File: src/rtl/game_turn_ctl.sv
// Turn controller for a two-player battleship board: ship placement clicks,
// shot/answer handshake with the peer, hit counting and win/lose detection.
module game_turn_ctl #(
    parameter int GRID_N      = 10,
    parameter int CELL_LOG2   = 5,
    parameter int GRID_X0     = 608,
    parameter int GRID_Y0     = 193,
    parameter int SHIPS       = 10,
    parameter int HITS_TO_WIN = 20,
    parameter int CW          = $clog2(GRID_N),
    parameter int CNT         = $clog2(HITS_TO_WIN + 1)
) (
    input  logic                       clk,
    input  logic                       rst,
    input  logic                       frame_tick,
    input  logic                       start_button,
    input  logic                       mouse_left,
    input  logic [11:0]                mouse_xpos,
    input  logic [11:0]                mouse_ypos,
    input  logic                       first_player,
    input  logic                       peer_ready,
    input  logic                       turn_pass,
    input  logic                       peer_won,
    input  logic                       answer_valid,
    input  logic                       answer_hit,
    output logic [2*CW-1:0]            cell_pos,
    output logic                       pick_ship,
    output logic                       shot_valid,
    output logic [$clog2(SHIPS+1)-1:0] ship_count,
    output logic [CNT-1:0]             hit_count,
    output logic [2:0]                 state_o,
    output logic                       game_won,
    output logic                       game_lost
);
    localparam int SCW = $clog2(SHIPS + 1);
    localparam logic [12:0] X_LO = 13'(GRID_X0);
    localparam logic [12:0] X_HI = 13'(GRID_X0 + (GRID_N << CELL_LOG2));
    localparam logic [12:0] Y_LO = 13'(GRID_Y0);
    localparam logic [12:0] Y_HI = 13'(GRID_Y0 + (GRID_N << CELL_LOG2));
    localparam logic [SCW-1:0] SHIPS_W = SCW'(SHIPS);
    localparam logic [CNT-1:0] HITS_W  = CNT'(HITS_TO_WIN);

    typedef enum logic [2:0] {
        IDLE       = 3'd0,
        PLACE      = 3'd1,
        WAIT_PEER  = 3'd2,
        MY_TURN    = 3'd3,
        WAIT_ANS   = 3'd4,
        THEIR_TURN = 3'd5,
        OVER       = 3'd6
    } state_t;

    state_t          state_q, state_d;
    logic [2*CW-1:0] cell_pos_q, cell_pos_d;
    logic            pick_ship_q, pick_ship_d;
    logic            shot_valid_q, shot_valid_d;
    logic [SCW-1:0]  ship_count_q, ship_count_d;
    logic [CNT-1:0]  hit_count_q, hit_count_d;
    logic            game_won_q, game_won_d;
    logic            game_lost_q, game_lost_d;
    logic            mouse_prev_q, mouse_prev_d;

    logic [12:0]     xe, ye, dx, dy;
    logic            in_grid, click_in;
    logic [2*CW-1:0] click_cell;

    // The button is only looked at once per frame, so a click is a rising
    // edge between two consecutive frame samples.
    always_comb begin
        xe         = {1'b0, mouse_xpos};
        ye         = {1'b0, mouse_ypos};
        dx         = xe - X_LO;
        dy         = ye - Y_LO;
        in_grid    = (xe >= X_LO) && (xe < X_HI) && (ye >= Y_LO) && (ye < Y_HI);
        click_in   = frame_tick && mouse_left && !mouse_prev_q && in_grid;
        click_cell = {CW'(dy >> CELL_LOG2), CW'(dx >> CELL_LOG2)};
    end

    always_comb begin
        state_d      = state_q;
        cell_pos_d   = cell_pos_q;
        pick_ship_d  = 1'b0;
        ship_count_d = ship_count_q;
        hit_count_d  = hit_count_q;
        game_won_d   = game_won_q;
        game_lost_d  = game_lost_q;
        mouse_prev_d = frame_tick ? mouse_left : mouse_prev_q;
        case (state_q)
            IDLE:
                if (frame_tick && start_button) state_d = PLACE;
            PLACE:
                if (click_in) begin
                    cell_pos_d   = click_cell;
                    pick_ship_d  = 1'b1;
                    ship_count_d = ship_count_q + SCW'(1);
                    if (ship_count_d == SHIPS_W) state_d = WAIT_PEER;
                end
            WAIT_PEER:
                if (peer_ready) state_d = first_player ? MY_TURN : THEIR_TURN;
            MY_TURN:
                if (click_in) begin
                    cell_pos_d = click_cell;
                    state_d    = WAIT_ANS;
                end
            WAIT_ANS:
                // Losing outranks any answer arriving in the same cycle.
                if (peer_won) begin
                    state_d     = OVER;
                    game_lost_d = 1'b1;
                end else if (answer_valid) begin
                    if (answer_hit) begin
                        hit_count_d = hit_count_q + CNT'(1);
                        if (hit_count_d == HITS_W) begin
                            state_d    = OVER;
                            game_won_d = 1'b1;
                        end else begin
                            state_d = MY_TURN;
                        end
                    end else begin
                        state_d = THEIR_TURN;
                    end
                end
            THEIR_TURN:
                if (peer_won) begin
                    state_d     = OVER;
                    game_lost_d = 1'b1;
                end else if (turn_pass) begin
                    state_d = MY_TURN;
                end
            OVER:
                if (frame_tick && start_button) begin
                    state_d      = IDLE;
                    cell_pos_d   = '0;
                    ship_count_d = '0;
                    hit_count_d  = '0;
                    game_won_d   = 1'b0;
                    game_lost_d  = 1'b0;
                end
            default: state_d = IDLE;
        endcase
        shot_valid_d = (state_d == WAIT_ANS);
    end

    always_ff @(posedge clk or posedge rst) begin
        if (rst) begin
            state_q      <= IDLE;
            cell_pos_q   <= '0;
            pick_ship_q  <= 1'b0;
            shot_valid_q <= 1'b0;
            ship_count_q <= '0;
            hit_count_q  <= '0;
            game_won_q   <= 1'b0;
            game_lost_q  <= 1'b0;
            mouse_prev_q <= 1'b0;
        end else begin
            state_q      <= state_d;
            cell_pos_q   <= cell_pos_d;
            pick_ship_q  <= pick_ship_d;
            shot_valid_q <= shot_valid_d;
            ship_count_q <= ship_count_d;
            hit_count_q  <= hit_count_d;
            game_won_q   <= game_won_d;
            game_lost_q  <= game_lost_d;
            mouse_prev_q <= mouse_prev_d;
        end
    end

    assign state_o    = 3'(state_q);
    assign cell_pos   = cell_pos_q;
    assign pick_ship  = pick_ship_q;
    assign shot_valid = shot_valid_q;
    assign ship_count = ship_count_q;
    assign hit_count  = hit_count_q;
    assign game_won   = game_won_q;
    assign game_lost  = game_lost_q;
endmodule

File: config.mk
export PLATFORM = sky130hd
export DESIGN_NAME = game_turn_ctl
export DESIGN_NICKNAME = d
export VERILOG_FILES = /design/src/rtl/game_turn_ctl.sv
export SDC_FILE = /design/constraint.sdc
export NUM_CORES = 1
export LEC_CHECK = 0
export ABC_AREA = 1
export BUFFER_PORTS_ARGS = -buffer_cell sky130_fd_sc_hd__clkbuf_2
export CAP_MARGIN = 20
export CORE_ASPECT_RATIO = 0.7
export CORE_MARGIN = 1
export CORE_UTILIZATION = 50
export CTS_CLUSTER_SIZE = 40
export DETAILED_ROUTE_END_ITERATION = 16
export PLACE_DENSITY = 0.8
export SLEW_MARGIN = 20
export SYNTH_ARGS = -nofsm -noshare
export SYNTH_HDL_FRONTEND = slang
export SYNTH_SLANG_ARGS = --single-unit
File: constraint.sdc
create_clock -name clk -period 2.3 [get_ports clk]
set_input_delay 0 -clock clk [delete_from_list [all_inputs] [get_ports clk]]
set_output_delay 0 -clock clk [all_outputs]
set_load 0.01 [all_outputs]
==> flow_summary.toml <==
[run_status]
status = "finished clean"

[critical_path]
crit_path_max_fanout = 9
crit_buf_inv = 3
rr_worst_depth = 9
reg2reg_slack_ns = 0.35
crit_chain = "inv_2 -> nand2_2 -> nor2_2 -> nand2_2 -> nand2_2 -> inv_1 -> nand2_1 -> inv_1 -> nor3_1"
critPathKind = "reg -> reg"
path_delay_family = "simple AND/OR/NAND/NOR gates"
cp_data_required_time_ns = 2.49
cp-end-kind = "flop"
critical_path_cell_count = 9
cp_common_cell = "nand2_2"
crit_arrival_ns = 2.15
crit_path_max_incr_delay_ns = 0.44
cp_slowest_cell = "dfrtp_1"
start_kind = "flop"

[power]
p_leak_nw = 1.15
clockPowerShare_pct = 14.2
comb_power_share_pct = 47.4
pwr-share-seq_pct = 38.4
p_int_mw = 1.03
power_density_nw_per_um2 = 910
power_switching_mw = 0.810
swShare_pct = 44.0
vdd_drop_max_mv = 0.488
total_power_mw = 1.84

[timing]
finClkSkew_ns = 0.00503
timing.fmax_mhz = 512
period_share_pct = 85.0
setup_viol = 0
rsz0062_at_grt = "no"
setup_tns_ns = 0
slew-limit-headroom_pct = 70.4
worstMarginPinSlew_ns = 0.443
min_period_ns = 1.95
hold_viol_final = 0
final_max_slew_viol_count = 0

[detailed_routing]
wl_met2_um = 1530
wl_met3_um = 218
wl_met1_um = 1900
dr.pass1.iters = 4
top_layer = "met4"
wirelength_um = 3730
ant_nets = 0
vias = 1644
drc_errors = 0
drtIter0Drc = 84
wl_per_cell_um = 11.3
drt-vias-per-instance = 4.98

[logic_synthesis]
synth_fp_nets = 273
ys_seq_area_share_pct = 38.4
yosysUniqueCellTypes = 27
synth_area_um2 = 1630
syn_inst = 234
ys_seq_elements = 25
synth_most_common_cell = "nand2_1"
ys.warnings.count = 0
ys_top_cells_by_area = "dfrtp_1 38%, nand2_1 15%, nand3_1 6.8%, nor2_1 6.7%, inv_1 6.4%"
async_reset_ff_share_pct = 100
synth_largest_area_cell = "dfrtp_1"
synth_top_area_share_pct = 38.4
synth_edf_count = 0
yosys-top-cells-count = "64 x nand2_1, 29 x nor2_1, 28 x inv_1"
synthFlopType = "dfrtp_1"
synth_area_per_cell_um2 = 6.97

[global_routing]
grt_usage_pct = 23.3
grt_max_degree = 26
overflow = 0
grt_pass1_vias = 1443
antenna_found_initial = 0
grt_first_pass_wirelength_um = 6320

[placed_design]
place_congestion = 0.851
place_hpwl_um = 2960
io_buffers = 53

[layout]
drive_gt1_share_pct = 27.2
nets = 334
diodes = 0
area_growth_pct = 24.0

[clocking]
root_buffer = "clkbuf_8"
clk_latency_ns = 0.27
cts_tree = "done"
path_clk_slew_ns = 0.09
htree_levels = 1
numCtsBuffers = 3
cts_resized = 0
clock_path_buffers = 2
cts_sinks = 25

[floorplan]
die_h_um = 49.8
die_w_um = 70.3
rows = 16
start_util_pct = 55.4
core_area_um2 = 2940
ios = 59
die_area_um2 = 3500

[min_path]
min_path_cells = 4
hp-class = "in -> reg"

[job]
maxCapViolCount = 0
==> final cells by class <==
cell class              count  area (µm²)
inverters                  35         131
clock buffers               4        45.0
flip-flops and latches     25         626
well taps                  36        45.0
repair buffers             58         318
multi-input cells         172         857
fillers                   276         921
==> logic make-up after synthesis <==
group | count (synthesis) | share of synthesized area, %
adder cells (fa/ha/maj) | 4 | 3.07
AND/OR/NAND/NOR | 137 | 36.8
XOR/XNOR | 3 | 1.61
flip-flops | 25 | 38.4
buffers and inverters | 37 | 9.06
AO/OA/AOI/OAI | 28 | 11.1
==> flip-flops by register name, indices dropped and copies added, names as in the netlist <==
signal,count
pick_ship,1
cell_pos,8
shot_valid,1
game_lost,1
hit_count,5
state_o,3
game_won,1
ship_count,4
mouse_prev_q,1
==> repair_timing <==
| item | CTS | global route |
|---|---|---|
| hold buffers | 3 | 0 |
| endpoints found under the hold margin | 26 | 0 |
| buffers inserted | 0 | 0 |
==> worst paths after layout <==
check	from	end
max	state_o[0]	hit_count[2]
min	mouse_xpos[5]	cell_pos[0]
max reg2reg	state_o[0]	hit_count[2]
min reg2reg	cell_pos[6]	cell_pos[6]
max in group asynchronous	rst	ship_count[2]
min in group asynchronous	rst	cell_pos[1]
==> metrics by stage <==
step / instances / util (%) / cell area [µm²] / hold WS (ns) / setup slack (ns)
floorplan: 234 / - / 1630 / 0.0273 / 0.753
global placement: 322 / 65.6 / 1930 / 0.239 / 0.447
detailed placement: 322 / 65.6 / 1930 / 0.242 / 0.406
CTS: 329 / 68.2 / 2010 / 0.0401 / 0.377
global route: 330 / 68.7 / 2020 / 0.0635 / 0.170
finish: 330 / 68.7 / 2020 / 0.0391 / 0.346
==> per-layer routing <==
layer | global-route usage [%] | vias up
met3 | 5.52 | 8
met4 | 8.00 | 0
met1 | 33.6 | 719
li1 | - | 872
met2 | 34.3 | 45
met5 | 0 | -
==> power groups by stage <==
stage / logic [mW] / registers [mW] / clock network (mW)
4_1_cts: 0.874 / 0.704 / 0.271
3_3_place_gp: 0.850 / 0.708 / 0
6_report: 0.872 / 0.706 / 0.261
2_1_floorplan: 0.545 / 0.748 / 0
3_5_place_dp: 0.863 / 0.713 / 0
5_1_grt: 0.981 / 0.728 / 0.283
==> tightest hold or removal path: cells and delay by family <==
family                 cells  cell delay [ns]
buffers and inverters      2             0.16
AND/OR/NAND/NOR            2             0.12
==> cell usage in the layout (no fill, tap or decap), drive strengths merged, types with 2 or more instances in the layout <==
cell          n
nor2         33
a31oi         3
a21oi        10
dlygate4sd3   3
o21ai        12
nand2        67
clkbuf       57
inv          35
buf           2
xnor2         3
ha            4
nor3          5
nand3        23
dfrtp        25
nand4         8
(Power assumes the default switching activity.)
